$ cat src/rtl/fetch_queue.sv
// Dual-wide IF->ID instruction queue: circular buffer taking 0-2 fetched
// instructions per cycle and presenting the two oldest to decode in program order.
module fetch_queue #(
    parameter int DEPTH    = 8,
    parameter int PC_WIDTH = 32,
    parameter int ILEN     = 32
) (
    input  logic                       clk,
    input  logic                       rst,
    input  logic                       flush,
    input  logic                       enq_valid_0,
    input  logic                       enq_valid_1,
    input  logic [PC_WIDTH-1:0]        enq_pc_0,
    input  logic [PC_WIDTH-1:0]        enq_pc_1,
    input  logic [ILEN-1:0]            enq_instr_0,
    input  logic [ILEN-1:0]            enq_instr_1,
    input  logic                       enq_pred_taken,
    input  logic [PC_WIDTH-1:0]        enq_pred_target,
    output logic                       enq_ready,
    output logic                       deq_valid_0,
    output logic                       deq_valid_1,
    output logic [PC_WIDTH-1:0]        deq_pc_0,
    output logic [PC_WIDTH-1:0]        deq_pc_1,
    output logic [ILEN-1:0]            deq_instr_0,
    output logic [ILEN-1:0]            deq_instr_1,
    output logic                       deq_pred_taken_0,
    output logic                       deq_pred_taken_1,
    output logic [PC_WIDTH-1:0]        deq_pred_target_0,
    output logic [PC_WIDTH-1:0]        deq_pred_target_1,
    input  logic [1:0]                 deq_count,
    output logic [$clog2(DEPTH):0]     count
);

    localparam int AW = $clog2(DEPTH);
    localparam int CW = AW + 1;

    logic [PC_WIDTH-1:0] pc_q     [DEPTH];
    logic [ILEN-1:0]     instr_q  [DEPTH];
    logic                ptaken_q [DEPTH];
    logic [PC_WIDTH-1:0] ptgt_q   [DEPTH];

    logic [AW-1:0] head_q, head_d, tail_q, tail_d;
    logic [AW-1:0] head_nx, wr1_idx;
    logic [CW-1:0] count_q, count_d;
    logic [CW-1:0] n_enq, n_deq, deq_req;
    logic          enq_fire, wr0_en, wr1_en;

    // Credit is taken from the registered occupancy only, so deq_count never
    // reaches the IF stall path combinationally.
    assign enq_ready = count_q <= CW'(DEPTH - 2);
    assign enq_fire  = enq_ready && !flush;
    assign wr0_en    = enq_fire && enq_valid_0;
    assign wr1_en    = enq_fire && enq_valid_1;
    // Slot 1 is compacted onto tail when slot 0 is empty.
    assign wr1_idx   = tail_q + AW'(wr0_en);
    assign head_nx   = head_q + AW'(1);

    // NOTE: every always_comb output gets a default before any branch, so no latch is inferred.
    always_comb begin
        n_enq   = CW'(wr0_en) + CW'(wr1_en);
        deq_req = (deq_count == 2'd3) ? CW'(2) : CW'(deq_count);
        n_deq   = (deq_req > count_q) ? count_q : deq_req;
        head_d  = head_q + AW'(n_deq);
        tail_d  = tail_q + AW'(n_enq);
        count_d = count_q + n_enq - n_deq;
        if (flush) begin
            head_d  = '0;
            tail_d  = '0;
            count_d = '0;
        end
    end

    // NOTE: sequential state uses non-blocking assignments only; storage is
    // deliberately reset here because the cleared deq_* data is visible after reset.
    always_ff @(posedge clk or posedge rst) begin
        if (rst) begin
            head_q  <= '0;
            tail_q  <= '0;
            count_q <= '0;
            for (int i = 0; i < DEPTH; i++) begin
                pc_q[i]     <= '0;
                instr_q[i]  <= '0;
                ptaken_q[i] <= 1'b0;
                ptgt_q[i]   <= '0;
            end
        end else begin
            head_q  <= head_d;
            tail_q  <= tail_d;
            count_q <= count_d;
            if (wr0_en) begin
                pc_q[tail_q]     <= enq_pc_0;
                instr_q[tail_q]  <= enq_instr_0;
                ptaken_q[tail_q] <= enq_pred_taken;
                ptgt_q[tail_q]   <= enq_pred_target;
            end
            // The predictor only annotates slot 0; slot 1 carries no prediction.
            if (wr1_en) begin
                pc_q[wr1_idx]     <= enq_pc_1;
                instr_q[wr1_idx]  <= enq_instr_1;
                ptaken_q[wr1_idx] <= 1'b0;
                ptgt_q[wr1_idx]   <= '0;
            end
        end
    end

    assign count             = count_q;
    assign deq_valid_0       = count_q >= CW'(1);
    assign deq_valid_1       = count_q >= CW'(2);
    assign deq_pc_0          = pc_q[head_q];
    assign deq_pc_1          = pc_q[head_nx];
    assign deq_instr_0       = instr_q[head_q];
    assign deq_instr_1       = instr_q[head_nx];
    assign deq_pred_taken_0  = ptaken_q[head_q];
    assign deq_pred_taken_1  = ptaken_q[head_nx];
    assign deq_pred_target_0 = ptgt_q[head_q];
    assign deq_pred_target_1 = ptgt_q[head_nx];

    // Decode may never consume more than is presented; the hardware clamps anyway.
    deq_count_legal: assert property (@(posedge clk) disable iff (rst)
        !flush |-> (deq_count != 2'd3 && CW'(deq_count) <= count_q))
        else $error("fetch_queue: illegal deq_count %0d with count %0d", deq_count, count_q);

endmodule

$ cat config.mk
export PLATFORM = sky130hd
export DESIGN_NAME = fetch_queue
export DESIGN_NICKNAME = d
export VERILOG_FILES = /design/src/rtl/fetch_queue.sv
export SDC_FILE = /design/constraint.sdc
export NUM_CORES = 2
export LEC_CHECK = 0
export BUFFER_PORTS_ARGS = -buffer_cell sky130_fd_sc_hd__buf_2
export CORE_MARGIN = 3
export CORE_UTILIZATION = 40
export DETAILED_ROUTE_END_ITERATION = 8
export RECOVER_POWER = 100
export SLEW_MARGIN = 5
export SYNTH_ARGS = -nofsm -noshare
export SYNTH_HDL_FRONTEND = slang
export SYNTH_SLANG_ARGS = --single-unit
$ cat constraint.sdc
create_clock -name clk -period 78.8 [get_ports clk]
set_input_delay 15.76 -clock clk [delete_from_list [all_inputs] [get_ports clk]]
set_output_delay 15.76 -clock clk [all_outputs]
set_load 0.1 [all_outputs]
* Word level (Yosys, flattened, before mapping)
Cells that the tools add are included.
** Cells by class
- Add/subtract/negate cells :: 7
- Multipliers :: 0
- Divide/modulo/power cells :: 0
- $lt $le $gt $ge :: 10
- Eq/ne operators :: 1
- Shift operators :: 0
- Mux-type cells :: 51
- Bitwise logic cells :: 8
- Reduce and logical (&&, ||, !) cells :: 6
** Operators by type and width (count)
- two-way mux 256 bit :: 6
- bitwise mux 256 bit :: 5
- binary-select mux 32 bit (select 3 bit) :: 6
- two-way mux 32 bit :: 14
- AND 256 bit :: 1
- inverter 256 bit :: 1
- demux 32 bit (select 3 bit) :: 2
- >= comparator 4 bit, second input constant :: 4
- two-way mux 8 bit :: 2
- inverter 3 -> 4 bit :: 4
- AND 8 bit :: 1
- bitwise mux 8 bit :: 1
- < comparator 4 x 1 -> 1 bit, second input constant :: 2
- two-way mux 4 bit :: 2
- inverter 8 bit :: 1
- binary-select mux 1 bit (select 3 bit) :: 2
- demux 1 bit (select 3 bit) :: 2
- two-way mux 1 bit :: 6
- two-way mux 3 bit :: 2
- logical AND 1 bit :: 5
- adder 4 x 2 -> 4 bit :: 1
- >= comparator 4 x 1 -> 1 bit, second input constant :: 1
- >= comparator 4 x 2 -> 1 bit, second input constant :: 1
- > comparator 2 x 4 -> 1 bit :: 1
- other kinds (10) :: 10
** Storage, ports and cells
- Bits in registers :: 786
- Bits in latches :: 0
- Bits in writable memories :: 0
- ROM bits :: 0
- Bits of input ports :: 168
- Output and inout port bits :: 201
- Memories kept :: 0

* Logic depth before layout (Yosys ltp)
- Word-level depth :: 12
- Gate-level depth with buffers :: 16
- Mapped depth without buffers :: 14

* Worst setup path before layout
Ideal clock, no wire load.
- Kind :: register to output
- Start point :: register head_q[1]
- End point :: output port deq_pred_target_1[10]
- Arrival time :: 2.515 ns
- Slack :: 60.525 ns
- Cell stages (with the launch flop) :: 7
- Buffers on the path :: 3
- Path through :: dfrtp_1 > ha_1 > buf_2 > buf_2 > buf_1 > mux4_2 > mux2_2
** On the way
- Longest elaborated chain between the ends :: 5
** Ends and longest elaborated chain
- start: declaration :: RTL line 42 : logic [AW-1:0] head_q, head_d, tail_q, tail_d;
- start signal: assignment :: RTL line 77 : head_q <= '0;
- start signal: assignment :: RTL line 87 : head_q <= head_d;
- adder 3 x 1 -> 3 bit :: RTL line 56 : assign head_nx = head_q + AW'(1);
- inverter 3 -> 4 bit (not written as such) :: RTL line 116 : assign deq_pred_target_1 = ptgt_q[head_nx];
- binary-select mux 32 bit (select 3 bit) :: RTL line 116
- two-way mux 32 bit (not written as such) (2 in a row) :: RTL line 116
- end: declaration :: RTL line 29 : output logic [PC_WIDTH-1:0] deq_pred_target_1,
Every way passes these cells. The select of a mux whose other input is x is not followed.

==> impl_metrics.json <==
{
  "synth-edff-count": 0,
  "hold_ws_ps": 533,
  "ys_async_sr_fraction": 1.00,
  "drive_gt1_frac": 0.194,
  "startpoint": "rst",
  "cp_max_fo": 101,
  "h-tree-depth": 3,
  "drv_cap": 49,
  "tns_ps": 0,
  "netlist_instances": 4911,
  "netlist_top_cells_area": "dfrtp_1 42%, mux4_2 19%, nand2_1 13%",
  "worst_setup_path_start_kind": "input port",
  "reg2reg_depth": 11,
  "ant_nets": 0,
  "drt-initial-drc-count": 4579,
  "grt_use_total": 0.282,
  "rsz0062_at_grt": "false",
  "finalHoldViolCount": 0,
  "die_area_sq_um": 120000,
  "hold_buffers": 0,
  "drcViolationCount": 0,
  "overflow": 0,
  "status": "complete, but fails checks",
  "synth_seq_area_share": 0.423,
  "critPathKind": "in2async",
  "gp_congestion": 0.830,
  "arrival_ps": 33540,
  "wl_per_cell_um": 26.5,
  "grt_pass1_wl_um": 258000,
  "regToRegSetupSlack_ps": 71370,
  "hpwl_um": 97600,
  "syn2layout_area_growth_pct": 9.82,
  "synth-main-ff-cell": "dfrtp_1",
  "grt_max_degree": 102,
  "vias": 39760,
  "cts_buffer_depth": 3,
  "r2r_end": "instr_q[144]",
  "period_needed_ps": 33720,
  "critical_path.endpoint": "pc_q[30]",
  "grt_pass1_vias": 38585,
  "die_y_um": 347,
  "synth.most_common_cell": "nand2_1",
  "syn_area_per_cell_sq_um": 9.46,
  "nets": 5076,
  "cts_tree": "built",
  "first_pass_iters": 8,
  "core_sq_um": 115000,
  "ys_warn_count": 0,
  "skew_ps": 20.4,
  "via_per_inst": 6.12,
  "finalCritPeriodShare": 0.428,
  "synth.top_cell.area_share": 0.423,
  "ys_top_cells_by_count": "1558 x nand2_1, 786 x dfrtp_1, 517 x nor2_1",
  "synth_top_area_cell": "dfrtp_1",
  "final-max-slew-violation-count": 2658,
  "antenna_found_initial": 45,
  "postCtsSetupRepairBufs": 0,
  "worstPathRequired_ps": 78620,
  "failed_checks": "capacitance limit, slew limit",
  "ctsResizeCount": 0,
  "tightestPinTransition_ps": 4780,
  "pin_count": 369,
  "slew_headroom": -2.19,
  "clk_latency_ps": 660,
  "ys_types": 40,
  "cts_made_buffers": 90,
  "setup_viol": 0,
  "rows": 124,
  "yosys_register_bits": 786,
  "syn_nets": 5098,
  "r2r_start": "count[3]",
  "cp-end-kind": "asynchronous set/reset pin",
  "cts.sinks": 786,
  "io_buffers": 368,
  "initial_core_util": 0.405,
  "min_path_type": "reg2reg",
  "fmax_mhz": 29.7,
  "synth_area_sq_um": 46400,
  "wl_um": 173000,
  "clk_pin_slew_ps": 60,
  "die_w_um": 347,
  "cts_root_buf": "clkbuf_16"
}
-- cells in the final DEF, fill, tap and decap left out, types with 3 or more instances in the layout --
cell,instances
a21oi_1,266
a31oi_1,512
buf_2,199
buf_4,51
bufinv_16,3
clkbuf_1,241
clkbuf_16,92
clkbuf_8,16
clkinv_2,15
clkinv_8,3
dfrtp_1,785
diode_2,31
fa_1,4
ha_1,14
inv_1,11
mux2_1,22
mux2_2,172
mux4_2,388
nand2_1,1558
nand2b_1,3
nand3_1,3
nand3b_1,4
nand4_1,16
nor2_1,517
nor2b_1,9
nor3_2,5
nor4_4,8
o21ai_0,4
xnor2_1,4
-- layer usage --
| layer | up-vias | GRT usage | wire, um |
|---|---|---|---|
| met3 | 390 | 0.0774 | 18700 |
| met2 | 2232 | 0.430 | 78100 |
| li1 | 17087 | - | - |
| met4 | 26 | 0.116 | 6120 |
| met1 | 20025 | 0.382 | 69500 |
| met5 | - | 0 | 175 |
-- worst min path at each step --
stage / startpoint / end / cells past startpoint
floorplan: ptaken_q[1] / ptaken_q[1] / 2
global placement: ptgt_q[42] / ptgt_q[42] / 2
detailed placement: ptgt_q[42] / ptgt_q[42] / 2
CTS: ptgt_q[134] / ptgt_q[134] / 2
global route: ptgt_q[79] / ptgt_q[79] / 2
finish: ptgt_q[42] / ptgt_q[42] / 2
-- cells by family (layout without fill, tap and decap cells) --
group / after synthesis / after routing / share of synthesized area
simple gates: 2141 / 2141 / 0.180
other cells: 0 / 31 / 0
compound gates: 786 / 786 / 0.0988
xor+xnor: 7 / 7 / 0.00132
flops: 786 / 786 / 0.423
fa+ha+maj: 19 / 19 / 0.00577
buf+inv: 589 / 636 / 0.0556
mux: 583 / 583 / 0.235
-- state kept, by name, indices dropped and copies added (netlist names) --
| name | cells |
|---|---|
| count | 4 |
| head_q | 3 |
| instr_q | 256 |
| pc_q | 256 |
| ptaken_q | 8 |
| ptgt_q | 256 |
| tail_q | 3 |
-- area by class of cell --
type                       instances  area [sq um]
inverter                          12          46.3
clock inverter                    25           246
clock buffer                     136          2630
fill                           10884         63800
timing repair buffer             463          2180
antenna                           31          77.6
sequential                       786         19700
tap                             1512          1890
multi-input combinational       3536         24300
-- worst max-delay path, stage by stage --
cell and delay, ps:
buf_2 100, clkinvlp_2 2590, clkbuf_1 2810, clkbuf_1 3210, clkbuf_1 2900, clkbuf_1 2860
clkbuf_1 3000
-- per-stage QoR --
step / utilization / worst slack [ps] / cell area, sq um / instances
after floorplan: - / 40970 / 46400 / 4911
after global placement: 0.422 / 57490 / 48500 / 6309
after detailed placement: 0.422 / 57500 / 48500 / 6309
after CTS: 0.447 / 57290 / 51300 / 6470
after global routing: 0.444 / 41590 / 51000 / 6487
final: 0.444 / 45080 / 51000 / 6501
Power is not shown: default switching activity piles up to over one toggle a cycle in this logic, so the estimate is an artifact.
